File: config.mk
export PLATFORM = sky130hd
export DESIGN_NAME = level_column_streamer_flat
export DESIGN_NICKNAME = d
export VERILOG_FILES = /design/src/rtl/level_column_streamer_if.sv /design/src/rtl/level_column_streamer.sv /design/src/flat_wrapper.sv
export SDC_FILE = /design/constraint.sdc
export NUM_CORES = 1
export LEC_CHECK = 0
export ABC_AREA = 0
export CORE_UTILIZATION = 43
export DETAILED_ROUTE_END_ITERATION = 10
export PLACE_DENSITY = 0.79
export SYNTH_ARGS = -nofsm -noshare
export SYNTH_HDL_FRONTEND = slang
export SYNTH_SLANG_ARGS = --single-unit
File: constraint.sdc
create_clock -name Clk -period 2.2 [get_ports Clk]
set_input_delay 0.33 -clock Clk [delete_from_list [all_inputs] [get_ports Clk]]
set_output_delay 0.33 -clock Clk [all_outputs]
set_load 0.02 [all_outputs]
File: src/rtl/level_column_streamer_if.sv
// Bus between the level column streamer, the level ROM, the block-column
// array and the Mario controller. The streamer side is the master.
interface level_column_streamer_if;
   logic        frame_clk;
   logic [9:0]  Mario_X_Pos;
   logic [7:0]  rom_addr;
   logic [29:0] rom_data;
   logic [29:0] new_block_id;
   logic        Shift;
   logic        mario_shift_left;
   logic        init_done;
   logic        level_end;
   logic [7:0]  cols_loaded;

   modport master (
      input  frame_clk,
      input  Mario_X_Pos,
      input  rom_data,
      output rom_addr,
      output new_block_id,
      output Shift,
      output mario_shift_left,
      output init_done,
      output level_end,
      output cols_loaded
   );

   modport slave (
      output frame_clk,
      output Mario_X_Pos,
      output rom_data,
      input  rom_addr,
      input  new_block_id,
      input  Shift,
      input  mario_shift_left,
      input  init_done,
      input  level_end,
      input  cols_loaded
   );
endinterface

File: src/rtl/level_column_streamer.sv
// Streams level columns from ROM into the visible block-column array:
// preloads the first ten columns after reset, then prefetches one column
// ahead and shifts it in once per frame while Mario sits past the scroll line.
module level_column_streamer #(
   parameter int unsigned LEVEL_COLS = 200,
   parameter logic [9:0]  SCROLL_X   = 10'd320
) (
   input  logic Clk,
   input  logic Reset,
   level_column_streamer_if.master bus
);

   typedef enum logic [2:0] {
      FETCH,
      CAPTURE,
      SHIFT,
      IDLE,
      END
   } state_t;

   localparam logic [7:0] LAST_COL    = 8'(LEVEL_COLS);
   localparam logic [7:0] PRELOAD_COL = 8'd10;

   state_t      state_q, state_d;
   logic [7:0]  next_col_q, next_col_d;
   logic [7:0]  cols_loaded_q, cols_loaded_d;
   logic [29:0] blk_buf_q, blk_buf_d;
   logic        buf_valid_q, buf_valid_d;
   logic        scroll_pend_q, scroll_pend_d;
   logic        frame_prev_q, frame_prev_d;
   logic        shift_q, shift_d;
   logic        mario_shift_left_q, mario_shift_left_d;
   logic        init_done_q, init_done_d;
   logic        level_end_q, level_end_d;

   logic        tick;
   logic        scroll_set;
   logic        scroll_clear;

   // Next-state logic: sequencer, frame tick edge detect, scroll request and registered outputs
   always_comb begin
      state_d            = state_q;
      next_col_d         = next_col_q;
      cols_loaded_d      = cols_loaded_q;
      blk_buf_d          = blk_buf_q;
      buf_valid_d        = buf_valid_q;
      frame_prev_d       = bus.frame_clk;

      tick         = bus.frame_clk & ~frame_prev_q;
      scroll_set   = tick & init_done_q & (bus.Mario_X_Pos >= SCROLL_X) & (state_q != END);
      scroll_clear = (state_q == SHIFT) & mario_shift_left_q;

      if (scroll_clear) begin
         scroll_pend_d = 1'b0;
      end else begin
         scroll_pend_d = scroll_pend_q | scroll_set;
      end

      case (state_q)
         FETCH: begin
            state_d = CAPTURE;
         end
         CAPTURE: begin
            blk_buf_d   = bus.rom_data;
            buf_valid_d = 1'b1;
            if (next_col_q < LAST_COL) begin
               next_col_d = next_col_q + 8'd1;
            end
            if (cols_loaded_q < PRELOAD_COL) begin
               state_d = SHIFT;
            end else begin
               state_d = IDLE;
            end
         end
         SHIFT: begin
            buf_valid_d = 1'b0;
            if (cols_loaded_q != 8'hFF) begin
               cols_loaded_d = cols_loaded_q + 8'd1;
            end
            if (next_col_q < LAST_COL) begin
               state_d = FETCH;
            end else begin
               state_d = END;
            end
         end
         IDLE: begin
            if (scroll_pend_q && buf_valid_q) begin
               state_d = SHIFT;
            end
         end
         END: begin
            state_d = END;
         end
         default: begin
            state_d = FETCH;
         end
      endcase

      shift_d            = (state_d == SHIFT);
      mario_shift_left_d = (state_q == IDLE) && (state_d == SHIFT);
      init_done_d        = init_done_q | (cols_loaded_d >= PRELOAD_COL);
      level_end_d        = level_end_q | (state_d == END) |
                           ((state_d == IDLE) && (next_col_d == LAST_COL));
   end

   // State and output registers with synchronous reset
   always_ff @(posedge Clk) begin
      if (Reset) begin
         state_q            <= FETCH;
         next_col_q         <= 8'd0;
         cols_loaded_q      <= 8'd0;
         blk_buf_q          <= 30'd0;
         buf_valid_q        <= 1'b0;
         scroll_pend_q      <= 1'b0;
         frame_prev_q       <= 1'b0;
         shift_q            <= 1'b0;
         mario_shift_left_q <= 1'b0;
         init_done_q        <= 1'b0;
         level_end_q        <= 1'b0;
      end else begin
         state_q            <= state_d;
         next_col_q         <= next_col_d;
         cols_loaded_q      <= cols_loaded_d;
         blk_buf_q          <= blk_buf_d;
         buf_valid_q        <= buf_valid_d;
         scroll_pend_q      <= scroll_pend_d;
         frame_prev_q       <= frame_prev_d;
         shift_q            <= shift_d;
         mario_shift_left_q <= mario_shift_left_d;
         init_done_q        <= init_done_d;
         level_end_q        <= level_end_d;
      end
   end

   assign bus.rom_addr         = next_col_q;
   assign bus.new_block_id     = blk_buf_q;
   assign bus.Shift            = shift_q;
   assign bus.mario_shift_left = mario_shift_left_q;
   assign bus.init_done        = init_done_q;
   assign bus.level_end        = level_end_q;
   assign bus.cols_loaded      = cols_loaded_q;

endmodule
File: src/flat_wrapper.sv
// flat-port wrapper written by rule: the top's interface ports become plain ports
module level_column_streamer_flat 
#(
   parameter int unsigned LEVEL_COLS = 200,
   parameter logic [9:0]  SCROLL_X   = 10'd320
)
  (Clk, Reset, bus_frame_clk, bus_Mario_X_Pos, bus_rom_data, bus_rom_addr, bus_new_block_id, bus_Shift, bus_mario_shift_left, bus_init_done, bus_level_end, bus_cols_loaded);
  level_column_streamer_if bus_i ();
  input  logic Clk;
  input  logic Reset;
  input wire logic [$bits(bus_i.frame_clk)-1:0] bus_frame_clk;
  input wire logic [$bits(bus_i.Mario_X_Pos)-1:0] bus_Mario_X_Pos;
  input wire logic [$bits(bus_i.rom_data)-1:0] bus_rom_data;
  output wire logic [$bits(bus_i.rom_addr)-1:0] bus_rom_addr;
  output wire logic [$bits(bus_i.new_block_id)-1:0] bus_new_block_id;
  output wire logic [$bits(bus_i.Shift)-1:0] bus_Shift;
  output wire logic [$bits(bus_i.mario_shift_left)-1:0] bus_mario_shift_left;
  output wire logic [$bits(bus_i.init_done)-1:0] bus_init_done;
  output wire logic [$bits(bus_i.level_end)-1:0] bus_level_end;
  output wire logic [$bits(bus_i.cols_loaded)-1:0] bus_cols_loaded;
  assign bus_i.frame_clk = bus_frame_clk;
  assign bus_i.Mario_X_Pos = bus_Mario_X_Pos;
  assign bus_i.rom_data = bus_rom_data;
  assign bus_rom_addr = bus_i.rom_addr;
  assign bus_new_block_id = bus_i.new_block_id;
  assign bus_Shift = bus_i.Shift;
  assign bus_mario_shift_left = bus_i.mario_shift_left;
  assign bus_init_done = bus_i.init_done;
  assign bus_level_end = bus_i.level_end;
  assign bus_cols_loaded = bus_i.cols_loaded;
  level_column_streamer #(.LEVEL_COLS(LEVEL_COLS), .SCROLL_X(SCROLL_X)) u_core (.Clk(Clk), .Reset(Reset), .bus(bus_i));
endmodule
==> results.sh <==
export IMPL_period_needed_ns=1.952
export IMPL_postSynthAreaPerCell_sq_um=8.207
export IMPL_layout_common_cells="clkdlybuf4s50_1, nand2_1, dfxtp_1, a21oi_1, nor2_1"
export IMPL_power_share_clock=0.279
export IMPL_final_area_sq_um=3381
export IMPL_grt_usage=0.1985
export IMPL_ys_seq_elements=56
export IMPL_worstSetupPathType="flop to flop"
export IMPL_p_switching_w=0.0005490
export IMPL_cts_buffers=5
export IMPL_layout_commonest_cell="clkdlybuf4s50_1"
export IMPL_synthArstFlopShare=0
export IMPL_grt_pass1_vias=2095
export IMPL_p_leak_nw=1.244
export IMPL_placement_io_buffers=86
export IMPL_clk_pin_slew_worst_paths_ns=0.10
export IMPL_synth_edff_count=0
export IMPL_ir_drop_mv=0.4511
export IMPL_final_hold_viol_count=0
export IMPL_clock_latency_ns=0.30
export IMPL_required_ns=2.39
export IMPL_cts_tree="yes"
export IMPL_synth_cells=288
export IMPL_drc=0
export IMPL_max_slew_margin=0.6776
export IMPL_power_internal_w=0.001515
export IMPL_final_net_count=413
export IMPL_synth_flop_cell="dfxtp_1"
export IMPL_p_seq_frac=0.534
export IMPL_grt_ovfl_total=0
export IMPL_rsz0062_at_grt="no"
export IMPL_yosysWarningCount=0
export IMPL_drv_slew=0
export IMPL_io_pins=93
export IMPL_yosysSeqAreaShare=0.4743
export IMPL_syn_nets=333
export IMPL_wl_per_cell_microns=12.89
export IMPL_max_cap_violations=0
export IMPL_hold_buffers=0
export IMPL_hpwl_microns=4007
export IMPL_swShare=0.2659
export IMPL_core_area_sq_um=5205
export IMPL_htreeDepth=2
export IMPL_n_antenna_cell=0
export IMPL_postPlaceCellArea_sq_um=3287
export IMPL_routed_wl_microns=5659
export IMPL_area_growth_syn_to_layout_pct=43.04
export IMPL_critPathMaxFanout=7
export IMPL_drt_pass1_iterations=4
export IMPL_die_area_sq_um=5797
export IMPL_crit_arrival_ns=2.15
export IMPL_post_cts_setup_buffers=0
export IMPL_end_kind="flop"
export IMPL_vias=2248
export IMPL_gp_congestion=0.8198
export IMPL_worst_setup_path_start_kind="flop"
export IMPL_finalSetupViolCount=0
export IMPL_cts_sinks=56
export IMPL_die_height_microns=76.14
export IMPL_netlist_area_sq_um=2364
export IMPL_min_period_over_period=0.8873
export IMPL_fin_tns_setup_ns=0
export IMPL_final_layout_size_suffix_gt1_frac=0.05149
export IMPL_drt_initial_drc_count=149
export IMPL_initial_core_util=0.4541
export IMPL_ant_nets=0
export IMPL_die_w_microns=76.14
export IMPL_cts_resized_gates=0
export IMPL_clk_path_buf_depth=2
export IMPL_instances_no_fill=439
export IMPL_synth_distinct_cells=45
export IMPL_cellPowerDensity_nw_per_um2=610.7
export IMPL_ctsRootBufferMaster="clkbuf_8"
export IMPL_status="completed"
export IMPL_rows=26
export IMPL_place_inst=431
export IMPL_routed_via_density=5.121
export IMPL_max_clock_freq_ghz=0.5123
export IMPL_grt_max_degree=32
export IMPL_grt_pass1_wl_microns=9494
export IMPL_comb_power_share=0.187
export IMPL_hold_class="input pin to flop"
export IMPL_antenna_found_initial=0
export IMPL_worstMarginPinSlew_ns=0.4828
export IMPL_skew_ns=0.009199
==> power groups by stage <==
stage / combinational, W / clock [W] / sequential (W)
after detailed placement: 0.000388 / 0 / 0.00113
final: 0.000385 / 0.000577 / 0.00110
after floorplan: 0.000140 / 0 / 0.00117
after CTS: 0.000389 / 0.000599 / 0.00110
after global placement: 0.000381 / 0 / 0.00112
after global routing: 0.000418 / 0.000643 / 0.00111
==> synth_stat cells, drive strengths merged, types with 2 or more instances <==
library cell,number,area share
nand2b,5,0.013
mux2i,5,0.021
o21ai,6,0.013
xor2,4,0.015
dfxtp,56,0.47
nor2,17,0.027
or3b,2,0.0074
a21oi,36,0.076
buf,3,0.0064
a211oi,3,0.0095
nand4,6,0.016
nor2b,3,0.0079
xnor2,4,0.015
inv,6,0.0095
clkbuf,17,0.027
nor4,2,0.0053
nor3b,3,0.012
ha,2,0.011
and2,2,0.0053
and3,4,0.011
nand2,69,0.11
a41oi,2,0.0074
o2111ai,2,0.0074
nand3,6,0.015
o311ai,2,0.011
nor3,5,0.011
a31oi,2,0.0053
==> critical path, cell delays in order (launching register included) <==
cell and delay, ns:
dfxtp_1 0.45, ha_1 0.34, nand4_1 0.24, o21ai_0 0.35, o21ai_0 0.17, a211o_1 0.30
==> layer usage <==
layer / part of all wire / up-vias / GRT usage
li1: - / 1146 / -
met1: 0.46 / 1017 / 0.2391
met2: 0.46 / 76 / 0.3391
met3: 0.073 / 9 / 0.06228
met4: 0.011 / 0 / 0.05769
met5: 0 / - / 0
==> sequential cells by signal, summed over array words and instances, names as in the netlist, 3 cells and up <==
register                 count
u_core.bus.cols_loaded       8
u_core.bus.rom_addr          8
u_core.bus.new_block_id     30
u_core.state_q               3
==> through the flow <==
step | power [W] | hold slack, ns | util | worst slack, ns
floorplan | 0.001314 | 0.4499 | - | 0.1657
global placement | 0.001504 | 0.4241 | 0.6315 | 0.3380
detailed placement | 0.001513 | 0.4321 | 0.6315 | 0.3042
CTS | 0.002090 | 0.3792 | 0.6495 | 0.2795
global route | 0.002172 | 0.3872 | 0.6495 | 0.1077
finish | 0.002064 | 0.3906 | 0.6495 | 0.2479
==> logic make-up (layout without fill, tap and decap cells) <==
| group | after synthesis | after routing | share of synthesized area |
|---|---|---|---|
| compound gates | 62 | 62 | 0.1646 |
| xor+xnor | 8 | 8 | 0.02964 |
| fa+ha+maj | 2 | 2 | 0.01059 |
| buf+inv | 26 | 107 | 0.04288 |
| flops | 56 | 56 | 0.4743 |
| mux | 5 | 5 | 0.02118 |
| simple gates | 129 | 129 | 0.2567 |
==> final cells by class <==
cell class                      count  area [sq um]
Timing Repair Buffer               93         908.4
Sequential cell                    56          1121
Clock buffer                        7         86.33
Tap cell                           70         87.58
Fill cell                         458          1824
Inverter                            6         22.52
Multi-Input combinational cell    206          1147
Clock inverter                      1         7.507
==> worst paths after layout <==
| path | startpoint | cells after the start | slack (ns) | endpoint |
|---|---|---|---|---|
| max | u_core.bus.cols_loaded[1] | 5 | 0.25 | u_core.bus.init_done |
| min | Reset | 2 | 0.39 | u_core.bus.new_block_id[18] |
| max reg2reg | u_core.bus.cols_loaded[1] | 5 | 0.25 | u_core.bus.init_done |
| min reg2reg | u_core.bus.mario_shift_left | 1 | 0.43 | u_core.scroll_pend_q |
Power figures use the tool's default switching activity.
